`config.mk`:
```
export PLATFORM = sky130hd
export DESIGN_NAME = mux4way16_arb
export DESIGN_NICKNAME = d
export VERILOG_FILES = /design/src/rtl/mux4way16_pkg.sv /design/src/rtl/rr_arbiter4.sv /design/src/rtl/mux4way16_arb.sv
export SDC_FILE = /design/constraint.sdc
export NUM_CORES = 1
export LEC_CHECK = 0
export CORE_UTILIZATION = 36
export DETAILED_ROUTE_END_ITERATION = 16
export PLACE_DENSITY = 0.82
export SLEW_MARGIN = 20
export SYNTH_ARGS = -nofsm -noshare
export SYNTH_HDL_FRONTEND = slang
export SYNTH_SLANG_ARGS = --single-unit
```
`constraint.sdc`:
```
create_clock -name clk -period 2.7 [get_ports clk]
set_clock_uncertainty 0.2 [all_clocks]
set_input_delay 0.54 -clock clk [delete_from_list [all_inputs] [get_ports clk]]
set_output_delay 0.54 -clock clk [all_outputs]
set_load 0.05 [all_outputs]
```
`src/rtl/mux4way16_pkg.sv`:
```
// Shared constants and the round-robin search function for mux4way16_arb.
package mux4way16_pkg;

  localparam int unsigned WIDTH = 16;

  // Same encoding as the DMux4Way16 select, so tags route words straight back
  localparam logic [1:0] SEL_A = 2'b00;
  localparam logic [1:0] SEL_B = 2'b01;
  localparam logic [1:0] SEL_C = 2'b10;
  localparam logic [1:0] SEL_D = 2'b11;

  typedef struct packed {
    logic       any;
    logic [1:0] idx;
  } grant_t;

  // First valid channel after 'last', wrapping; idx holds 'last' when nothing is valid
  function automatic grant_t rr_next(input logic [1:0] last, input logic [3:0] valid);
    grant_t     g;
    logic [1:0] k;
    g.any = 1'b0;
    g.idx = last;
    for (int i = 1; i <= 4; i++) begin
      k = last + 2'(i);
      if (!g.any && valid[k]) begin
        g.any = 1'b1;
        g.idx = k;
      end
    end
    return g;
  endfunction

endpackage

```
`src/rtl/rr_arbiter4.sv`:
```
// Combinational 4-input round-robin grant from the last-served pointer and valid bits.
module rr_arbiter4
  import mux4way16_pkg::*;
(
  input  logic [1:0] i_last,
  input  logic [3:0] i_valid,
  output logic [1:0] o_grant,
  output logic       o_any
);

  grant_t w_g;

  always_comb begin
    w_g     = rr_next(i_last, i_valid);
    o_grant = w_g.idx;
    o_any   = w_g.any;
  end

endmodule

```
`src/rtl/mux4way16_arb.sv`:
```
// Round-robin gather of four channels into one registered, source-tagged stream.
// Optional sticky grant via `define MUX4WAY16_ARB_LOCK_EN (adds the lock input).
module mux4way16_arb #(
  parameter int unsigned WIDTH = mux4way16_pkg::WIDTH
) (
  input  logic             clk,
  input  logic             rst_n,
  input  logic [WIDTH-1:0] a,
  input  logic [WIDTH-1:0] b,
  input  logic [WIDTH-1:0] c,
  input  logic [WIDTH-1:0] d,
  input  logic [3:0]       in_valid,
  output logic [3:0]       in_ready,
  output logic [WIDTH-1:0] out,
  output logic             out_valid,
  input  logic             out_ready,
`ifdef MUX4WAY16_ARB_LOCK_EN
  input  logic             lock,
`endif
  output logic [1:0]       sel
);

  import mux4way16_pkg::*;

  logic [WIDTH-1:0] r_out;
  logic [1:0]       r_sel;
  logic             r_out_valid;
  logic [1:0]       r_last;

  logic             w_load;
  logic [1:0]       w_rr_idx;
  logic             w_rr_any;
  logic [1:0]       w_gnt_idx;
  logic             w_gnt_any;
  logic             w_fire;
  logic [WIDTH-1:0] w_data;

  rr_arbiter4 u_rr_arbiter4 (
    .i_last  (r_last),
    .i_valid (in_valid),
    .o_grant (w_rr_idx),
    .o_any   (w_rr_any)
  );

  assign w_load = !r_out_valid || out_ready;

`ifdef MUX4WAY16_ARB_LOCK_EN
  logic r_locked;

  // A locked channel keeps the grant for as long as it stays valid
  always_comb begin
    w_gnt_idx = w_rr_idx;
    w_gnt_any = w_rr_any;
    if (r_locked && in_valid[r_last]) begin
      w_gnt_idx = r_last;
      w_gnt_any = 1'b1;
    end
  end

  always_ff @(posedge clk or negedge rst_n) begin
    if (!rst_n) begin
      r_locked <= 1'b0;
    end else if (w_fire) begin
      r_locked <= lock;
    end else if (w_load && !in_valid[r_last]) begin
      r_locked <= 1'b0;
    end
  end
`else
  always_comb begin
    w_gnt_idx = w_rr_idx;
    w_gnt_any = w_rr_any;
  end
`endif

  assign w_fire = rst_n && w_load && w_gnt_any;

  always_comb begin
    in_ready = 4'b0000;
    if (w_fire) begin
      in_ready = 4'(4'b0001 << w_gnt_idx);
    end
  end

  always_comb begin
    unique case (w_gnt_idx)
      SEL_A:   w_data = a;
      SEL_B:   w_data = b;
      SEL_C:   w_data = c;
      SEL_D:   w_data = d;
      default: w_data = a;
    endcase
  end

  always_ff @(posedge clk or negedge rst_n) begin
    if (!rst_n) begin
      r_out       <= '0;
      r_sel       <= SEL_A;
      r_out_valid <= 1'b0;
      r_last      <= SEL_D;
    end else if (w_load) begin
      if (w_fire) begin
        r_out       <= w_data;
        r_sel       <= w_gnt_idx;
        r_out_valid <= 1'b1;
        r_last      <= w_gnt_idx;
      end else begin
        r_out_valid <= 1'b0;
      end
    end
  end

  assign out       = r_out;
  assign sel       = r_sel;
  assign out_valid = r_out_valid;

endmodule

```
# ---- Yosys cells after proc, flatten, opt, wreduce, memory -nomap -nowiden
# Index checks and enable logic that the tools add are counted.
dict set report word_totals {
  regBits 21
  latchBits 0
  mem_bits_rw 0
  rom_bits 0
  out_inout_bits 23
  elab_cells 42
  mem_count 0
}
dict set report classes {
  addsub 3
  mul 0
  div_mod_pow 0
  n_lt_le_gt_ge 4
  n_eq_ne 3
  shift 1
  muxes 15
  bitwise_logic 0
  reduce_logical 12
}
# operator count
set op_table {}
lappend op_table {{16-bit case mux with 4 select lines} 1}
lappend op_table {{2-bit by 3-bit less-than comparator with 1-bit output (second input constant)} 4}
lappend op_table {{3-bit two-way mux} 4}
lappend op_table {{1-bit binary-select mux with 2-bit select} 4}
lappend op_table {{1-bit logical AND} 5}
lappend op_table {{1-bit two-way mux} 5}
lappend op_table {{2-bit adder (second input constant)} 2}
lappend op_table {{2-bit equality test (second input constant)} 2}
lappend op_table {{1-bit zero test} 4}
lappend op_table {{4-bit two-way mux} 1}
lappend op_table {{1-bit by 2-bit << shifter with 4-bit output (first input constant)} 1}
lappend op_table {{2-bit by 1-bit adder with 2-bit output (second input constant)} 1}
lappend op_table {{2-bit by 1-bit equality test with 1-bit output (second input constant)} 1}
lappend op_table {{2-bit zero test} 1}
lappend op_table {{2-bit AND reduction} 1}
lappend op_table {{1-bit logical OR} 1}

# ---- Logic depth before layout (Yosys ltp)
# Gate-level depths: netlist (run 1).
dict set report depth {
  ltp_word 15
  mapped_depth 8
}

# ---- By module
# Synthesis (run 1) repeated with hierarchy kept, for this count alone.
dict set report unflattened {
  cells_unflattened 86
  area_unflattened_um2 1337.5
}
# module instances cells_per_inst area_each_um2 seq_area_each_um2
set modules_own_cells {}
lappend modules_own_cells {mux4way16_arb 1 72 1255.0 528.0}
lappend modules_own_cells {rr_arbiter4 1 14 82.6 0.0}

# ---- Least setup slack after synthesis (run 1)
# OpenSTA, ideal clock, no wires.
dict set report synth_timing {
  path_type {in2out}
  from {input port in_valid[0]}
  to {output port in_ready[3]}
  arrival_ns 2.606
  slack_ns -0.646
  cell_stages 8
  path_buffers 3
  cell_sequence {buf_6 > o21ai_0 > o21ai_0 > a211oi_1 > buf_4 > buf_12 > inv_2 > nor3_1}
}
dict set report synth_via {
  elab_chain_cells 14
  word_cells_on_any_way 21
}
# item line_no
set synth_lines {}
lappend synth_lines {{start: declaration} mux4way16_arb.sv:12} ;# input logic [3:0] in_valid,
lappend synth_lines {{1-bit binary-select mux with 2-bit select} mux4way16_pkg.sv:25} ;# if (!g.any && valid[k]) begin
lappend synth_lines {{1-bit two-way mux (implied by the code)} mux4way16_pkg.sv:25}
lappend synth_lines {{3-bit two-way mux} mux4way16_pkg.sv:25}
lappend synth_lines {{1-bit zero test} mux4way16_pkg.sv:25}
lappend synth_lines {{1-bit logical AND} mux4way16_pkg.sv:25}
lappend synth_lines {{3-bit two-way mux} mux4way16_pkg.sv:25}
lappend synth_lines {{1-bit zero test} mux4way16_pkg.sv:25}
lappend synth_lines {{1-bit logical AND} mux4way16_pkg.sv:25}
lappend synth_lines {{3-bit two-way mux} mux4way16_pkg.sv:25}
lappend synth_lines {{1-bit zero test} mux4way16_pkg.sv:25}
lappend synth_lines {{1-bit logical AND} mux4way16_pkg.sv:25}
lappend synth_lines {{3-bit two-way mux *} mux4way16_pkg.sv:25}
lappend synth_lines {{1-bit by 2-bit << shifter with 4-bit output / 1-bit logical AND (equally long branches)} {mux4way16_arb.sv:81, mux4way16_arb.sv:76}}
lappend synth_lines {{4-bit two-way mux *} mux4way16_arb.sv:80} ;# if (w_fire) begin
lappend synth_lines {{end: declaration} mux4way16_arb.sv:13} ;# output logic [3:0] in_ready,
# Every way passes the cells marked *; elsewhere a longest branch is shown, timed or not. The select of a mux whose other input is x is not followed.

# ---- Worst setup path after layout (run 1)
dict set report layout_timing {
  from {register r_last[0]}
  to {output port in_ready[1]}
}
dict set report layout_via {
  elab_chain_cells 15
  word_cells_on_any_way 24
}
# item line_no
set layout_lines {}
lappend layout_lines {{start: declaration} mux4way16_arb.sv:28} ;# logic [1:0] r_last;
lappend layout_lines {{start signal: assignment} mux4way16_arb.sv:106} ;# r_last <= w_gnt_idx;
lappend layout_lines {{2-bit by 1-bit adder with 2-bit output} mux4way16_pkg.sv:24} ;# k = last + 2'(i);
lappend layout_lines {{1-bit binary-select mux with 2-bit select} mux4way16_pkg.sv:25}
lappend layout_lines {{1-bit two-way mux (implied by the code)} mux4way16_pkg.sv:25}
lappend layout_lines {{3-bit two-way mux} mux4way16_pkg.sv:25}
lappend layout_lines {{1-bit zero test} mux4way16_pkg.sv:25}
lappend layout_lines {{1-bit logical AND} mux4way16_pkg.sv:25}
lappend layout_lines {{3-bit two-way mux} mux4way16_pkg.sv:25}
lappend layout_lines {{1-bit zero test} mux4way16_pkg.sv:25}
lappend layout_lines {{1-bit logical AND} mux4way16_pkg.sv:25}
lappend layout_lines {{3-bit two-way mux} mux4way16_pkg.sv:25}
lappend layout_lines {{1-bit zero test} mux4way16_pkg.sv:25}
lappend layout_lines {{1-bit logical AND} mux4way16_pkg.sv:25}
lappend layout_lines {{3-bit two-way mux *} mux4way16_pkg.sv:25}
lappend layout_lines {{1-bit by 2-bit << shifter with 4-bit output / 1-bit logical AND (equally long branches)} {mux4way16_arb.sv:81, mux4way16_arb.sv:76}}
lappend layout_lines {{4-bit two-way mux *} mux4way16_arb.sv:80}
# Marked as above.

==> summary.txt, run 1 <==
Iteration-0 DRC Markers: 51
Post-route DRC: 0
Crit-path slowest cell: dfstp_2
Dpl hpwl: 3321 µm
Pwr Density: 734.0 nW/µm²
Core area: 3716 µm²
Status: complete, no violations
Avg Cell Area, Syn: 10.20 µm²
Async set-reset flop share out of synthesis: 100.0%
Initial antenna violation count: 0
Drt first pass iters: 4
Max Freq: 377.7 MHz
Port Buffer Count: 93
Largest net degree at the start of global routing: 19
Worst slew margin: 40.85%
Nets: 319
Clk Latency, worst-skew pair: 0.25 ns
Fin crit share: 98.07%
Antenna fix cells: 0
Die ar.: 4164 µm²
Worst Path Class, Setup: register to primary output
DP Area: 2505 µm²
Final Slew Violations: 0
CTS Buf Count: 3
Maximum clock path buffer count: 2
Distinct cells, synth: 34
Sequential fraction of the synthesis area: 37.51%
Die width: 64.53 µm
Post-synthesis register bit count: 21
Max IR drop VDD: 0.0004198 V
CP Capture Type: primary output
Dpl ws: -0.2465 ns
First-pass GRT wire length: 7217 µm
Final worst setup slack: 0.05217 ns
Final ANT Viol Nets: 0
Std-Cell Rows: 22
H-tree depth: 1
Setup TNS: 0 ns
Vias in the first global route: 1493
Root Buffer: clkbuf_8
Post-synth top flop: dfrtp_1
Layout Utilization: 70.64%
Area growth syn-to-layout: 86.49%
Pleak: 1.086 nW
Hold Fails Final Rpt: 0
RSZ-0062 raised after global routing: yes
CTS tree: built
Vias: 1530
Drt wl/cell: 15.08 µm
Final non-filler cell area: 2625 µm²
Commonest cells after routing, fill and taps aside: clkdlybuf4s50_1 (85), nand2_1 (23), buf_4 (20), dfrtp_1 (19), mux2i_1 (16)
Layout cell share with drive strength beyond 1: 22.67%
Worst-path clk slew: 0.07 ns
Setup violators final: 0
CTS Hold Bufs: 0
GR Util All Layers: 22.56%
Number of max-cap violations: 0
Starting Density: 37.88%
DRT Wirelength: 4448 µm
Syn Inst Count: 138
Worst Path Required: 1.96 ns
Most common library cell in the layout ignoring fill and taps: clkdlybuf4s50_1
Worst-Margin Slew: 0.8845 ns
# IOs: 94
Crit-path cells: or2b_1, a21oi_2, a211oi_4, buf_6, nor3_4, buf_12
Global route overflow: 0
Post-synthesis cell area: 1408 µm²
Number of synthesized flops with an enable pin: 0
Die Y: 64.53 µm
Clk sinks: 21
Startpoint class of the critical path: register
YS warnings: 0
Hold Path Class: register to register
Hold Slack: 0.2901 ns
Crit Path Max Fanout: 6
Fin crit period: 2.648 ns
Syn Nets: 209
Crit path largest cell delay: 0.59 ns
Critical Path AT: 1.91 ns
RePlAce Congestion: 0.8160
Vias/cell: 5.186
repair_timing:
action,4_1_cts,5_1_grt
setup endpoints to repair,4,4
hold endpoints to repair,0,0
pin swaps,5,3
setup buffers,3,2
resized for setup,13,2
where the power goes:
part	total (mW)	switching [mW]	leakage [nW]	internal, mW
registers	0.474	0.0593	0.247	0.415
clock network	0.202	0.0997	0.0255	0.103
logic	1.25	0.711	0.814	0.540
final cells by class:
cell class	count	area (µm²)
clock buffers	3	41.29
clock inverters	1	5.005
fillers	313	1091
inverters	2	7.507
multi-input cells	104	833.3
flip-flops and latches	21	528.0
well taps	48	60.06
repair buffers	116	1150
cell families after synthesis:
family | share of synthesized area [%]
mux | 11.38
flops | 37.51
compound gates | 28.80
simple gates | 14.05
buf+inv | 8.266
flip-flops by register name (all words and copies together), names as in the netlist:
register and cells:
out 16, out_valid 1, r_last 2, sel 2
synthesized netlist by cell type, types with 3 or more instances:
cell type | count | share of area, %
o221ai_1 | 14 | 8.7
buf_6 | 5 | 4.0
buf_4 | 3 | 1.6
nor2_1 | 3 | 0.80
nand2_1 | 23 | 6.1
mux2i_1 | 16 | 11
o21ai_0 | 6 | 2.1
dfrtp_1 | 19 | 34
a22oi_1 | 14 | 7.5
nand2b_1 | 3 | 1.3
metal layers:
metal	part of all wire (%)	vias up	GRT usage (%)
li1	-	747	-
met1	42	717	28.63
met2	50	64	39.74
met3	7.8	2	4.930
met4	0.34	0	3.333
met5	0	-	0
worst max-delay path: cells and delay by family, from the launching register on:
family          cells  cell delay (ns)
compound gates      2             0.30
buf+inv             2             0.30
flops               1             0.59
simple gates        2             0.47
final timing paths:
check | slack [ns] | cells past startpoint | to | startpoint
min in group asynchronous | 0.48 | 2 | sel[0]$_DFFE_PN0P_ | rst_n
worst max register to register | 0.29 | 6 | out[3]$_DFFE_PN0P_ | r_last[0]$_DFFE_PN1P_
worst min register to register | 0.29 | 2 | sel[1]$_DFFE_PN0P_ | sel[1]$_DFFE_PN0P_
worst max-delay path | 0.05 | 6 | in_ready[1] | r_last[0]$_DFFE_PN1P_
worst min-delay path | 0.29 | 2 | sel[1]$_DFFE_PN0P_ | sel[1]$_DFFE_PN0P_
max in group asynchronous | 1.57 | 2 | out[5]$_DFFE_PN0P_ | rst_n
per-stage QoR:
step | std cells | power [mW]
floorplan | 138 | 1.242
global placement | 286 | 1.649
detailed placement | 286 | 1.672
CTS | 293 | 1.921
global route | 295 | 2.040
finish | 295 | 1.927
No activity file was read; power rests on OpenSTA's default activity.
==> inputs of run 2 (changes only) <==
--- a/config.mk
+++ b/config.mk
@@ -5,8 +5,11 @@
 export SDC_FILE = /design/constraint.sdc
 export NUM_CORES = 1
 export LEC_CHECK = 0
-export CORE_UTILIZATION = 36
+export ABC_AREA = 1
+export CORE_ASPECT_RATIO = 1.5
+export CORE_UTILIZATION = 39
 export DETAILED_ROUTE_END_ITERATION = 16
+export GPL_ROUTABILITY_DRIVEN = 0
 export PLACE_DENSITY = 0.82
 export SLEW_MARGIN = 20
 export SYNTH_ARGS = -nofsm -noshare
==> run 2 against run 1 <==
The flow now finishes with violations (setup timing). Synthesized area grew 21%. Wire length increased by 58%. Synthesized cell count grew 87%. Via count rose by 49%. Global-route usage rose by 6.5 points. Count of clock-buffer cells in the layout unchanged. Core utilization increased by 6.2 points. Design area grew 23%. Die area rose by 12%. Worst setup slack got worse by 0.23 ns. Critical endpoint is now in_ready[0]. Highest routed layer unchanged.
==> summary.txt, run 2 <==
Clk Latency, worst-skew pair: 0.26 ns (was 0.25 ns)
Drt wl/cell: 16.40 µm (was 15.08 µm)
RSZ-0062 raised after global routing: yes (unchanged)
Core area: 4209 µm² (was 3716 µm²)
Synth area leaders: dfrtp_1 (28%), nand2_1 (17%), nand3_1 (14%) (was dfrtp_1 (34%), mux2i_1 (11%), o221ai_1 (8.7%))
Layout cell share with drive strength beyond 1: 26.70% (was 22.67%)
Post-synth top area cell: dfrtp_1 (unchanged)
Syn Nets: 329 (was 209)
Failing checks: setup timing
Worst-path clk slew: 0.08 ns (was 0.07 ns)
Largest register FFs: 16 (unchanged)
Multi-input logic area: 1110 µm² (was 833.3 µm²)
Fin crit share: 106.8% (was 98.07%)
Count leader, synth: nand2_1 (unchanged)
CP Capture Type: primary output (unchanged)
Post-synth top flop: dfrtp_1 (unchanged)
Maximum clock path buffer count: 2 (unchanged)
Post-route DRC: 0 (unchanged)
Syn Inst Count: 258 (was 138)
Final worst setup slack: -0.1825 ns (was 0.05217 ns)
Commonest cells after routing, fill and taps aside: clkdlybuf4s50_1 (85), nand2_1 (62), nand3_1 (45), buf_4 (29), inv_1 (22) (was clkdlybuf4s50_1 (85), nand2_1 (23), buf_4 (20), dfrtp_1 (19), mux2i_1 (16))
CTS tree: built (unchanged)
Worst-Margin Slew: 0.5510 ns (was 0.8845 ns)
Filler cells: 288 (was 313)
First-pass GRT wire length: 10720 µm (was 7217 µm)
Antenna fix cells: 0 (unchanged)
Dpl hpwl: 4320 µm (was 3321 µm)
Vias in the first global route: 2287 (was 1493)
Clk sinks: 21 (unchanged)
Hold Path Class: register to register (unchanged)
Port Buffer Count: 93 (unchanged)
Avg Cell Area, Syn: 6.605 µm² (was 10.20 µm²)
Post-synth top cells: nand2_1 (76), nand3_1 (48), inv_1 (24), dfrtp_1 (19), a21oi_1 (18) (was nand2_1 (23), dfrtp_1 (19), mux2i_1 (16), a22oi_1 (14), o221ai_1 (14))
Final ANT Viol Nets: 0 (unchanged)
Status: finished, violations left (was complete, no violations)
Setup violators final: 4 (was 0)
Starting Density: 40.49% (was 37.88%)
Distinct cells, synth: 21 (was 34)
Hold Fails Final Rpt: 0 (unchanged)
Hold Slack: 0.2845 ns (was 0.2901 ns)
Post-synth top area share: 27.90% (was 33.78%)
Worst Path Class, Setup: register to primary output (unchanged)
Final Slew Violations: 0 (unchanged)
Crit Path Max Fanout: 7 (was 6)
Nets: 454 (was 319)
Fin crit period: 2.882 ns (was 2.648 ns)
H-tree depth: 1 (unchanged)
Std-Cell Rows: 29 (was 22)
Die width: 55.97 µm (was 64.53 µm)
Post-synthesis register bit count: 21 (unchanged)
Drt first pass iters: 6 (was 4)
Dpl cells: 402 (was 286)
Grt met1 use: 30.94% (was 28.63%)
Die Y: 82.96 µm (was 64.53 µm)
GRT met2 Usage: 55.63% (was 39.74%)
Sequential cell area: 528.0 µm² (unchanged)
Vias: 2274 (was 1530)
Max Freq: 346.9 MHz (was 377.7 MHz)
Initial antenna violation count: 0 (unchanged)
Worst Path Required: 1.96 ns (about the same)
Most common library cell in the layout ignoring fill and taps: clkdlybuf4s50_1 (unchanged)
Sequential fraction of the synthesis area: 30.98% (was 37.51%)
Iteration-0 DRC Markers: 138 (was 51)
DRT Wirelength: 7020 µm (was 4448 µm)
CTS Buf Count: 3 (unchanged)
Worst slew margin: 63.15% (was 40.85%)
Global route overflow: 0 (unchanged)
Post-route insts no fill: 428 (was 295)
Critical Path AT: 2.14 ns (was 1.91 ns)
CTS Hold Bufs: 0 (unchanged)
Async set-reset flop share out of synthesis: 100.0% (unchanged)
Area growth syn-to-layout: 89.72% (was 86.49%)
Number of max-cap violations: 0 (unchanged)
Vias/cell: 5.313 (was 5.186)
YS warnings: 0 (unchanged)
# IOs: 94 (unchanged)
Die ar.: 4643 µm² (was 4164 µm²)
Largest net degree at the start of global routing: 29 (was 19)
GR Util All Layers: 29.10% (was 22.56%)
Final non-filler cell area: 3233 µm² (was 2625 µm²)
Root Buffer: clkbuf_8 (unchanged)
DP Area: 2809 µm² (was 2505 µm²)
Post-synthesis cell area: 1704 µm² (was 1408 µm²)
M3 GR Usage: 3.583% (was 4.930%)
Startpoint class of the critical path: register (unchanged)
Number of synthesized flops with an enable pin: 0 (unchanged)
Global route hottest layer: met2 (unchanged)
==> run 2: cell count changes in the layout (fill, tap and decap cells not counted), moves of 11 or more <==
cell      previous run  this run
a21oi_1              0        17
a22oi_1             14         0
inv_1                1        22
mux2i_1             16         0
nand2_1             23        62
nand2_2              0        11
nand3_1              1        45
o221ai_1            14         0
==> run 2: worst max-delay path: stages, from the launching register on <==
cell and delay [ns]:
dfstp_2 0.62, buf_12 0.14, nand2_2 0.06, nand2_4 0.09, nand2_4 0.08, nand2_4 0.11
nor2_4 0.06, nand4_1 0.09, nand3_2 0.16, buf_6 0.17, nor3_4 0.14, buf_12 0.16
==> run 2: metal layers <==
metal	share of wire [%]	wire, µm
met1	36	2506
met2	55	3890
met3	5.3	372
met4	3.6	250
met5	0	0
==> run 2: through the flow <==
step | utilization (%) | TNS [ns] | setup WS, ns
3_3_place_gp | 66.74 | -2.541 | -0.2161
6_report | 76.81 | -0.7004 | -0.1825
2_1_floorplan | - | -0.1526 | -0.06219
5_1_grt | 76.81 | -1.431 | -0.2434
3_5_place_dp | 66.74 | -3.607 | -0.2575
4_1_cts | 73.99 | -0.2268 | -0.07175
==> run 2: worst paths after layout <==
path,cells after the start,end,slack (ns),start
max,11,in_ready[0],-0.18,r_last[0]$_DFFE_PN1P_
min,2,out[14]$_DFFE_PN0P_,0.28,out[14]$_DFFE_PN0P_
max reg2reg,18,out[3]$_DFFE_PN0P_,0.05,r_last[1]$_DFFE_PN1P_
min reg2reg,2,out[14]$_DFFE_PN0P_,0.28,out[14]$_DFFE_PN0P_
max in group asynchronous,2,r_last[1]$_DFFE_PN1P_,1.47,rst_n
min in group asynchronous,2,out_valid$_DFFE_PN0N_,0.55,rst_n
==> run 2: kinds of logic (layout without fill, tap and decap cells) <==
group | count (synthesis) | after routing | share of synthesized area [%]
compound gates | 33 | 33 | 9.692
flops | 21 | 21 | 30.98
simple gates | 160 | 160 | 45.59
buf+inv | 44 | 168 | 13.73
==> run 2: repair_timing <==
item / CTS / global route
resized for setup: 40 / 15
endpoints found under the setup margin: 4 / 20
gates cloned: 0 / 1
pin swaps: 21 / 11
buffers inserted: 15 / 6
==> run 2: cell type report <==
cell class              count  area share [%]
clock buffers               3           1.277
clock inverters             1          0.1548
inverters                  29           3.754
multi-input cells         193           34.33
flip-flops and latches     21           16.33
well taps                  46           1.780
repair buffers            135           42.38
Power of run 2 is not shown: default switching activity piles up to over one toggle a cycle in this logic, so the estimate is an artifact.
==> inputs of run 3 (changes only) <==
--- a/config.mk
+++ b/config.mk
@@ -10,7 +10,7 @@
 export CORE_UTILIZATION = 39
 export DETAILED_ROUTE_END_ITERATION = 16
 export GPL_ROUTABILITY_DRIVEN = 0
-export PLACE_DENSITY = 0.82
+export PLACE_DENSITY = 0.81
 export SLEW_MARGIN = 20
 export SYNTH_ARGS = -nofsm -noshare
 export SYNTH_HDL_FRONTEND = slang
==> run 3 against run 2 <==
The flow still finishes with violations (setup timing). Flip-flop and latch count stayed put. Sequential share of layout area rose by 0.75 points. Global-route usage fell by 3.2 points. Non-clock buffer count shrank 8. Largest cell class unchanged.
==> summary.txt, run 3 (same netlist as run 2, synthesis figures left out) <==
Status: finished, violations left (unchanged)
Failing checks: setup timing (unchanged)
Global route overflow: 0 (unchanged)
Clk sinks: 21 (unchanged)
Dpl cells: 405 (was 402)
First-pass GRT wire length: 9701 µm (was 10720 µm)
HP Start: sel[0]$_DFFE_PN0P_ (was out[14]$_DFFE_PN0P_)
Worst slew margin: 64.36% (was 63.15%)
Most common library cell in the layout ignoring fill and taps: clkdlybuf4s50_1 (unchanged)
Area growth syn-to-layout: 81.42% (was 89.72%)
Final Slew Violations: 0 (unchanged)
Iteration-0 DRC Markers: 86 (was 138)
Worst Path Class, Setup: register to primary output (unchanged)
CP Capture Type: primary output (unchanged)
Fin crit share: 105.9% (was 106.8%)
Startpoint class of the critical path: register (unchanged)
Drt wl/cell: 14.63 µm (was 16.40 µm)
Root Buffer: clkbuf_8 (unchanged)
R2r setup slk: 0.07 ns (was 0.05 ns)
Max Freq: 349.9 MHz (was 346.9 MHz)
Core area: 4209 µm² (unchanged)
GR Util All Layers: 25.88% (was 29.10%)
Drt first pass iters: 4 (was 6)
Crit path largest cell delay: 0.61 ns (was 0.62 ns)
Final ANT Viol Nets: 0 (unchanged)
Worst Hold Depth: 2 (unchanged)
Nets: 446 (was 454)
Fin crit period: 2.858 ns (was 2.882 ns)
Std-Cell Rows: 29 (unchanged)
Vias: 2156 (was 2274)
DRT Wirelength: 6146 µm (was 7020 µm)
Antenna fix cells: 0 (unchanged)
M3 GR Usage: 2.025% (was 3.583%)
Vias/cell: 5.133 (was 5.313)
# IOs: 94 (unchanged)
Dpl hpwl: 4254 µm (was 4320 µm)
Starting Density: 40.49% (unchanged)
Reg-to-Reg End: out[5]$_DFFE_PN0P_ (was out[3]$_DFFE_PN0P_)
Die Y: 82.96 µm (unchanged)
CTS tree: built (unchanged)
Largest register FFs: 16 (unchanged)
Filler cells: 324 (was 288)
Port Buffer Count: 93 (unchanged)
Die width: 55.97 µm (unchanged)
Crit Path Max Fanout: 5 (was 7)
RSZ-0062 raised after global routing: yes (unchanged)
Worst-path clk slew: 0.08 ns (about the same)
Crit-path slowest cell: dfstp_2 (unchanged)
CTS Buf Count: 3 (unchanged)
Initial antenna violation count: 0 (unchanged)
Hold Fails Final Rpt: 0 (unchanged)
Largest net degree at the start of global routing: 23 (was 29)
Vias in the first global route: 2187 (was 2287)
Grt met1 use: 29.14% (was 30.94%)
Reg2reg path depth: 16 (was 18)
Clk Latency, worst-skew pair: 0.26 ns (about the same)
Number of max-cap violations: 0 (unchanged)
CTS Hold Bufs: 0 (unchanged)
Final worst setup slack: -0.1580 ns (was -0.1825 ns)
Post-route insts no fill: 420 (was 428)
Setup violators final: 4 (unchanged)
Maximum clock path buffer count: 2 (unchanged)
Global route hottest layer: met2 (unchanged)
Hold path endpoint: sel[0]$_DFFE_PN0P_ (was out[14]$_DFFE_PN0P_)
Worst-Margin Slew: 0.5329 ns (was 0.5510 ns)
Crit-path cells: inv_2, nand2_4, nand2_4, nand2_4, buf_4, nand4_1, nand3_4, nand2_8, nor3_4, buf_12 (was buf_12, nand2_2, nand2_4, nand2_4, nand2_4, nor2_4, nand4_1, nand3_2, buf_6, nor3_4, buf_12)
H-tree depth: 1 (unchanged)
Critical Path AT: 2.12 ns (was 2.14 ns)
GRT met2 Usage: 48.70% (was 55.63%)
Most frequent CP cell: nand2_4 (unchanged)
Layout cell share with drive strength beyond 1: 24.06% (was 26.70%)
Post-route DRC: 0 (unchanged)
Worst R2R Start: r_last[1]$_DFFE_PN1P_ (unchanged)
Worst Path Required: 1.96 ns (about the same)
Hold Path Class: register to register (unchanged)
Die ar.: 4643 µm² (unchanged)
Commonest cells after routing, fill and taps aside: clkdlybuf4s50_1 (85), nand2_1 (65), nand3_1 (45), buf_4 (29), inv_1 (22) (was clkdlybuf4s50_1 (85), nand2_1 (62), nand3_1 (45), buf_4 (29), inv_1 (22))
## run 3: cell count changes in the layout (fill, tap and decap cells not counted), moves of 2 or more
cell / previous run / this run
buf_12: 7 / 5
buf_6: 9 / 4
nand2_1: 62 / 65
nand2_2: 11 / 8
## run 3: cell type report
type | instances | area [µm²] | area share [%]
Clock buffer | 3 | 41.29 | 1.335
Clock inverter | 1 | 5.005 | 0.1619
Sequential cell | 21 | 528.0 | 17.08
Tap cell | 46 | 57.56 | 1.862
Inverter | 29 | 118.9 | 3.845
Timing Repair Buffer | 127 | 1249 | 40.39
Multi-Input combinational cell | 193 | 1092 | 35.33
## run 3: how the worst max path moves through the flow
stage / start / cells after the start / end
after floorplan: r_last[0]$_DFFE_PN1P_ / 13 / in_ready[0]
after global placement: in_valid[0] / 12 / in_ready[2]
after detailed placement: in_valid[0] / 12 / in_ready[1]
after CTS: r_last[0]$_DFFE_PN1P_ / 11 / in_ready[2]
after global routing: r_last[0]$_DFFE_PN1P_ / 12 / in_ready[1]
final: r_last[1]$_DFFE_PN1P_ / 10 / in_ready[0]
## run 3: stage by stage
stage	hold slack [ns]	area [µm²]	utilization (%)	setup WS [ns]	TNS, ns
2_1_floorplan	0.04441	1738	-	-0.06219	-0.1526
3_3_place_gp	0.2611	2831	67.27	-0.1588	-2.262
3_5_place_dp	0.2642	2831	67.27	-0.2314	-3.347
4_1_cts	0.2858	3004	71.37	-0.1030	-0.3389
5_1_grt	0.3141	3092	73.45	-0.2701	-1.143
6_report	0.2839	3092	73.45	-0.1580	-0.6214
## run 3: what timing repair did
| action | in CTS | in global routing |
|---|---|---|
| pin swaps | 13 | 7 |
| gates resized for setup | 26 | 16 |
| buffers inserted | 9 | 3 |
| endpoints found under the setup margin | 4 | 20 |
## run 3: layer usage
layer | vias to the layer above | part of all wire [%]
li1 | 1065 | -
met1 | 996 | 38
met2 | 81 | 54
met3 | 14 | 4.5
met4 | 0 | 3.1
met5 | - | 0
## run 3: critical path: cells and delay by family (launching register included)
kind                   cells  cell delay, ns
buffers and inverters      3            0.38
flip-flops                 1            0.61
AND/OR/NAND/NOR            7            0.86
Power of run 3 is left out for the same reason.
